==> src/rtl/operand_fetch.sv <==
// Operand fetch stage: register-file read, scoreboard hazard stall, output register.
// Define OPERAND_FETCH_BYPASS_EN to forward same-cycle writeback data to sources.
module operand_fetch #(
    parameter int DATA_W = 32,
    parameter int REG_AW = 4
) (
    input  logic              clk,
    input  logic              rst_n,
    input  logic              in_valid,
    output logic              in_ready,
    input  logic [REG_AW-1:0] in_rs1,
    input  logic [REG_AW-1:0] in_rs2,
    input  logic [REG_AW-1:0] in_rd,
    input  logic              in_wen,
    output logic [REG_AW-1:0] rf_rs1,
    output logic [REG_AW-1:0] rf_rs2,
    input  logic [DATA_W-1:0] rf_rs1_data,
    input  logic [DATA_W-1:0] rf_rs2_data,
    input  logic              wb_valid,
    input  logic [REG_AW-1:0] wb_rd,
    input  logic [DATA_W-1:0] wb_data,
    output logic              out_valid,
    input  logic              out_ready,
    output logic [DATA_W-1:0] out_op1,
    output logic [DATA_W-1:0] out_op2,
    output logic [REG_AW-1:0] out_rd,
    output logic              out_wen,
    output logic              sb_busy
);

    localparam int NREG = 1 << REG_AW;

`ifdef OPERAND_FETCH_BYPASS_EN
    localparam bit BYP = 1'b1;
`else
    localparam bit BYP = 1'b0;
`endif

    logic [NREG-1:0]   pending;
    logic [NREG-1:0]   pending_nx;
    logic              in_fire;
    logic              out_fire;
    logic              wb_hit1;
    logic              wb_hit2;
    logic              wb_hit_rd;
    logic              byp1;
    logic              byp2;
    logic              hz1;
    logic              hz2;
    logic              waw;
    logic [DATA_W-1:0] op1_sel;
    logic [DATA_W-1:0] op2_sel;

    assign rf_rs1 = in_rs1;
    assign rf_rs2 = in_rs2;

    assign wb_hit1   = wb_valid & (wb_rd == in_rs1);
    assign wb_hit2   = wb_valid & (wb_rd == in_rs2);
    assign wb_hit_rd = wb_valid & (wb_rd == in_rd);

    assign byp1 = BYP & pending[in_rs1] & wb_hit1;
    assign byp2 = BYP & pending[in_rs2] & wb_hit2;

    assign hz1 = in_valid & pending[in_rs1] & ~byp1;
    assign hz2 = in_valid & pending[in_rs2] & ~byp2;
    assign waw = in_valid & in_wen & pending[in_rd] & ~wb_hit_rd;

    assign in_ready = ~hz1 & ~hz2 & ~waw
                    & (~out_valid | out_ready);

    assign in_fire  = in_valid & in_ready;
    assign out_fire = out_valid & out_ready;

    assign op1_sel = byp1 ? wb_data : rf_rs1_data;
    assign op2_sel = byp2 ? wb_data : rf_rs2_data;

    assign sb_busy = |pending;

    // Scoreboard update: writeback clears first, so a same-cycle set wins.
    always_comb begin
        pending_nx = pending;
        if (wb_valid) begin
            pending_nx[wb_rd] = 1'b0;
        end
        if (in_fire && in_wen) begin
            pending_nx[in_rd] = 1'b1;
        end
    end

    // Scoreboard register.
    always_ff @(posedge clk or negedge rst_n) begin
        if (!rst_n) begin
            pending <= '0;
        end else begin
            pending <= pending_nx;
        end
    end

    // Output register: load on accept, drain on execute handshake, else hold.
    always_ff @(posedge clk or negedge rst_n) begin
        if (!rst_n) begin
            out_valid <= 1'b0;
            out_op1   <= '0;
            out_op2   <= '0;
            out_rd    <= '0;
            out_wen   <= 1'b0;
        end else if (in_fire) begin
            out_valid <= 1'b1;
            out_op1   <= op1_sel;
            out_op2   <= op2_sel;
            out_rd    <= in_rd;
            out_wen   <= in_wen;
        end else if (out_fire) begin
            out_valid <= 1'b0;
        end
    end

endmodule

==> config.mk <==
export PLATFORM = sky130hd
export DESIGN_NAME = operand_fetch
export DESIGN_NICKNAME = d
export VERILOG_FILES = /design/src/rtl/operand_fetch.sv
export SDC_FILE = /design/constraint.sdc
export NUM_CORES = 1
export LEC_CHECK = 0
export CAP_MARGIN = 20
export CORE_MARGIN = 2
export CORE_UTILIZATION = 40
export DETAILED_ROUTE_END_ITERATION = 8
export GPL_TIMING_DRIVEN = 0
export PLACE_DENSITY = 0.85
export SLEW_MARGIN = 20
export SYNTH_ARGS = -nofsm -noshare
export SYNTH_HDL_FRONTEND = slang
export SYNTH_SLANG_ARGS = --single-unit
==> constraint.sdc <==
create_clock -name clk -period 6.4 [get_ports clk]
set_input_delay 1.92 -clock clk [delete_from_list [all_inputs] [get_ports clk]]
set_output_delay 1.92 -clock clk [all_outputs]
set_load 0.01 [all_outputs]
==> reports/qor.txt, run 1 <==
DRC Markers: 0
Root Driver: clkbuf_8
WP data arrival: 4320 ps
Cell Chain, Critical Path: clkdlybuf4s50_1 > mux4_2 > mux2i_1 > mux2_4 > o211ai_4 > buf_4 > a21oi_1 > clkdlybuf4s50_1
Final Non-Filler Cells: 586
Mapped Nets: 389
Pre-CTS WS: -368 ps
Hold crit path type: reg2reg
CP peak stage delay: 590 ps
Max_cap viols: 0
Fmax: 160 MHz
Iteration count of the initial detailed-routing pass: 4
RD Place Congestion: 0.882
Final hold vios: 0
Largest net degree at the start of global routing: 60
Multiplexer area fraction after synthesis: 30.1%
Rel. slew slack: 64.1%
Post-synthesis simple-gate area fraction: 4.70%
CP Data Required Time: 4480 ps
Die Width: 104 um
TritonCTS clock tree: built
CTS H-tree depth: 3
Synth Area in XOR/XNOR: 0.871%
Cells after Synth: 271
PortBufs: 165
Crit end category: output pin
Layout cell share with drive strength beyond 1: 28.0%
Largest family of logic cells by synthesized area: multiplexers
Clock Latency Late Sink: 360 ps
Tightest Pin Transition: 537 ps
Post-route ant nets: 0
# IOs: 198
Vias per std cell: 5.18
CP Launch Type: input port
Slowest CP cell: clkdlybuf4s50_1
Commonest cells after routing, fill and taps aside: clkdlybuf4s50_1 (159), dfrtp_1 (86), mux2_2 (49)
Total Routing Usage GR: 20.1%
Most common cell after layout, fill and taps aside: clkdlybuf4s50_1
Mapped cell area: 0.00402 mm^2
Global-route wire length before repair: 17,400 um
Max VDD drop: 0.232 mV
Die Y-Extent: 104 um
DP HPWL: 8010 um
CTS Sinks: 86
Min cycle time layout: 6240 ps
Synthesized flop and latch total: 86
Core ar.: 0.00977 mm^2
Ant. Diodes: 0
Starting density of the core: 41.1%
Final period util: 97.4%
Area grow syn2layout: 51.6%
Number of flops mapped to enable cells by yosys: 0
Synthesis Warnings: 0
Global route total overflow: 0
Post-synth ARST share: 100%
Drt total wl: 10,600 um
Vias in the first global route: 3,410
Final worst slack: 163 ps
RSZ-0062 raised after global routing: no
Run status: finished, final reports clean
WP buf/inv: 3
Synth Flop Type: dfrtp_1
Pleak: 0.00256 uW
CTS buffer count: 9
CP top delay family: buffers and inverters
Crit-path max FO: 10
Crit Path Category: in2out
Most used cell, CP: clkdlybuf4s50_1
Count of cell types in the netlist: 37
DR vias: 3,034
Synth Area in Compound Gates: 6.88%
Avg Synthesized Cell Area: 14.8 um^2
Wire length per cell: 18.0 um
Slew Limit Fails: 0
Reg clk slew, reported paths: 80 ps
Setup violations, final: 0
Final Skew: 9.92 ps
Net count of the finished layout: 566
Final core occ: 62.4%
Pwr dens: 429 mW/mm^2
Num rows: 36
Synth Area in Adders: 0%
Die Area: 0.0109 mm^2
Initial antenna violation count: 0
Clock tree buffer depth: 2
Register area share after synthesis: 53.5%
1st-iter DRT viols: 160
DP Cell Count: 570
Setup TNS: 0 ps
per-stage QoR:
step | hold WS [ps] | instance area [um^2] | power (uW)
2_1_floorplan | 521 | 4020 | 1530
6_report | 508 | 6100 | 2610
3_5_place_dp | 493 | 5860 | 2200
5_1_grt | 528 | 6100 | 2760
4_1_cts | 511 | 6100 | 2640
3_3_place_gp | 486 | 5840 | 2150
kinds of logic after synthesis:
group | after synthesis
muxes | 89
DFF | 86
AOI/OAI and AO/OA | 39
and+or+nand+nor | 31
buffers and inverters | 22
xor gates and xnor gates | 4
final cells by class:
class | count | area, um^2
inverter | 4 | 15.0
multi-input combinational | 163 | 1720
clock buffer | 11 | 141
buffer | 18 | 150
sequential | 86 | 2150
fill | 774 | 3680
clock inverter | 5 | 82.6
timing repair buffer | 166 | 1670
tap | 133 | 166
cell usage after synthesis, drive strengths merged (2+ instances only):
cell type	number	area share [%]
dfrtp	86	54
nand2	5	0.47
o41ai	2	0.44
o2111ai	2	0.87
xnor2	2	0.44
o21ai	18	2.2
inv	4	0.37
buf	18	3.6
nor2	2	0.19
nand3	2	0.25
mux4	12	6.7
or2	3	0.47
nand3b	2	0.37
nor4	4	0.62
nand4	2	0.31
nand2b	4	0.62
mux2i	6	1.5
xor2	2	0.44
o31ai	12	2.2
mux2	71	22
state kept, by name, indices dropped and copies added, names as in the netlist:
signal / cells
out_wen: 1
out_op2: 32
out_op1: 32
out_valid: 1
out_rd: 4
pending: 16
power breakdown:
group          total (uW)  leakage [uW]  switching, uW  internal [uW]
combinational        1240       0.00142            454            782
sequential            953       0.00103            156            796
clock                 425      0.000113            194            231
path summary, 6_finish.rpt:
check	start	to	slack [ps]	cells after the start
max	in_rs2[1]	in_ready	160	8
min	out_op1[2]	out_op1[2]	510	1
max in group asynchronous	rst_n	out_op1[6]	4300	2
min reg2reg	out_op1[2]	out_op1[2]	510	1
min in group asynchronous	rst_n	out_op2[2]	1480	1
max reg2reg	pending[15]	out_op2[0]	4060	7
what timing repair did:
item | 4_1_cts | 5_1_grt
setup endpoints to repair | 1 | 1
hold endpoints to repair | 0 | 0
hold buffers | 0 | 0
resized for setup | 7 | 7
setup buffers | 0 | 0
worst register-to-register path: cells and delay by family, from the launching register on:
kind,cells,cell delay [ps]
compound gates,1,190
buf+inv,2,390
flops,1,440
mux,4,1210
layer usage:
metal	wire length, um	GRT usage (%)
met5	0	0
met1	4070	23.7
met3	765	5.45
met4	241	7.34
met2	5480	35.1
(Power assumes the default switching activity.)
==> inputs of run 2 (changes only) <==
--- a/config.mk
+++ b/config.mk
@@ -6,6 +6,7 @@
 export NUM_CORES = 1
 export LEC_CHECK = 0
 export CAP_MARGIN = 20
+export CORE_ASPECT_RATIO = 0.8
 export CORE_MARGIN = 2
 export CORE_UTILIZATION = 40
 export DETAILED_ROUTE_END_ITERATION = 8
==> run 2 against run 1 <==
Effect of this change:
- die area about the same
- global-route usage is 0.27 points lower
- critical endpoint unchanged
- worst hold slack lost 4.2 ps
- largest cell class unchanged
- non-clock buffer count is the same
- register-to-register slack barely moved
- critical path depth stayed put
- clock skew is 4.4 ps lower
- clock power up 23%
- sequential power grew 0.7%
- count of clock-buffer cells in the layout is 2 lower
- core utilization grew 1.1 points
- flip-flop and latch count unchanged
==> reports/qor.txt, run 2 (synthesis results as in run 1) <==
DRC Markers: 0 (unchanged)
Drt total wl: 10,400 um (-1.8%)
Ant. Diodes: 0 (unchanged)
Clock tree buffer depth: 2 (unchanged)
Min cycle time layout: 6320 ps (+86.4 ps)
P_int: 1880 uW (+4.0%)
Most used cell, CP: clkdlybuf4s50_1
Top Registers: out_op1 (32), out_op2 (32), pending (16)
Tightest Pin Transition: 508 ps (-28.7 ps)
CP peak stage delay: 590 ps (about the same)
RD Place Congestion: 0.890 (+0.93%)
Largest net degree at the start of global routing: 56 (-6.7%)
Met1 Usage GRT: 24.5% (+0.74 points)
Final period util: 98.8% (+1.3 points)
Iteration count of the initial detailed-routing pass: 4 (unchanged)
Wire length per cell: 17.6 um (-2.3%)
Layout cell share with drive strength beyond 1: 28.0% (unchanged)
Die Y-Extent: 93.7 um (-10%)
CTS H-tree depth: 3 (unchanged)
PortBufs: 165 (unchanged)
Starting density of the core: 41.3% (+0.19 points)
Final core occ: 63.5% (+1.1 points)
CP Launch Type: input port
Die Width: 116 um (+11%)
Reg clk slew, reported paths: 60 ps (-20 ps)
Num rows: 32 (-11%)
Clock share of power: 19.2% (+2.9 points)
Most common cell after layout, fill and taps aside: clkdlybuf4s50_1
Max VDD drop: 0.289 mV (+25%)
Fin area: 0.00618 mm^2 (+1.3%)
Cell Chain, Critical Path: clkdlybuf4s50_1 > mux4_2 > mux2i_1 > mux2_2 > o211ai_4 > buf_4 > a21oi_1 > clkdlybuf4s50_1
Initial antenna violation count: 0 (unchanged)
Crit end category: output pin
Crit-path max FO: 10 (unchanged)
CP Data Required Time: 4480 ps (about the same)
Global-route wire length before repair: 16,400 um (-5.4%)
Grt met3 use: 8.13% (+2.7 points)
Total Routing Usage GR: 19.8% (-0.27 points)
Rel. slew slack: 66.0% (+1.9 points)
Die Area: 0.0109 mm^2 (about the same)
CTS Sinks: 86 (unchanged)
Final hold vios: 0 (unchanged)
1st-iter DRT viols: 105 (-34%)
Combinational power share: 45.5% (-1.8 points)
DR vias: 3,045 (+0.36%)
Placed inst area: 0.00587 mm^2 (about the same)
Net count of the finished layout: 566 (unchanged)
Run status: finished, final reports clean
WP data arrival: 4400 ps (+80 ps)
Pwr dens: 440 mW/mm^2 (+2.7%)
Max_cap viols: 0 (unchanged)
TritonCTS clock tree: built
GR Util met2: 31.9% (-3.1 points)
Crit Path Category: in2out
Vias in the first global route: 3,239 (-5.0%)
Vias per std cell: 5.17 (-0.15%)
Total of fill cells in the finished design: 725 (-6.3%)
Slowest CP cell: clkdlybuf4s50_1
Fmax: 158 MHz (-1.4%)
Sw power: 837 uW (+4.0%)
CTS buffer count: 9 (unchanged)
Root Driver: clkbuf_16
Global route total overflow: 0 (unchanged)
RSZ-0062 raised after global routing: no
WP buf/inv: 3 (unchanged)
Slew Limit Fails: 0 (unchanged)
# IOs: 198 (unchanged)
Busiest grt layer: met2
Seq pwr share: 35.3% (-1.1 points)
CP top delay family: buffers and inverters
Area grow syn2layout: 53.6%
Post-route ant nets: 0 (unchanged)
Pleak: 0.00259 uW (+1.1%)
Hold crit path type: reg2reg
Sw frac: 30.8% (about the same)
Setup violations, final: 0 (unchanged)
Clock Latency Late Sink: 340 ps (-20 ps)
Final Skew: 5.54 ps (-4.38 ps)
Commonest cells after routing, fill and taps aside: clkdlybuf4s50_1 (159), dfrtp_1 (86), mux2_2 (50)
DP HPWL: 7760 um (-3.0%)
Core ar.: 0.00973 mm^2 (-0.46%)
run 2: cell types whose count changed in the layout (fill, tap and decap cells not counted):
cell	before	now
clkbuf_1	1	0
clkbuf_8	10	0
mux2_4	22	21
clkinvlp_4	0	1
mux2_2	49	50
clkdlybuf4s15_1	1	2
clkinv_2	1	2
inv_6	0	1
bufinv_16	2	1
clkbuf_2	2	1
clkbuf_16	0	9
run 2: final timing paths:
path                             start          end  slack (ps)  depth (start not counted)
max in group asynchronous        rst_n  out_op2[28]        4270                          2
hold reg to reg            out_op2[26]  out_op2[26]         500                          1
min in group asynchronous        rst_n  out_op1[30]        1520                          1
setup / recovery             in_rs1[1]     in_ready          80                          8
hold / removal             out_op2[26]  out_op2[26]         500                          1
setup reg to reg           pending[11]  out_op1[28]        4070                          7
run 2: power groups by stage:
stage          Sequential, uW  Clock [uW]  Combinational (uW)
4_1_cts                   959         536                1250
3_3_place_gp              947           0                1210
5_1_grt                   992         558                1310
3_5_place_dp              960           0                1240
2_1_floorplan            1040           0                 483
6_report                  960         523                1240
run 2: routing by layer:
metal  vias up  routed length, um
li1       1357                  -
met1      1506               4280
met2       164               4910
met3        18               1020
met4         0                168
met5         -                  0
run 2: layout make-up:
class / instances / area [um^2] / area share, %
Clock inverter: 7 / 73.8 / 1.20
Inverter: 4 / 15.0 / 0.243
Sequential cell: 86 / 2150 / 34.8
Timing Repair Buffer: 166 / 1670 / 27.1
Buffer: 18 / 150 / 2.43
Multi-Input combinational cell: 163 / 1720 / 27.8
Clock buffer: 9 / 225 / 3.65
Tap cell: 136 / 170 / 2.75
run 2: per-stage QoR:
step | setup TNS, ps | instances | setup WS (ps) | total power (uW) | hold WS [ps]
3_3_place_gp | -279 | 572 | -279 | 2160 | 487
3_5_place_dp | -337 | 573 | -337 | 2200 | 492
6_report | 0 | 589 | 77.0 | 2720 | 504
5_1_grt | 0 | 589 | 10.3 | 2860 | 523
4_1_cts | 0 | 589 | 45.3 | 2740 | 506
2_1_floorplan | 0 | 271 | 1060 | 1530 | 521
run 2: timing repair:
item / 4_1_cts / 5_1_grt
endpoints found under the setup margin: 1 / 1
pin swaps: 0 / 0
gates resized for setup: 7 / 5
setup buffers: 0 / 0
hold buffers: 0 / 0
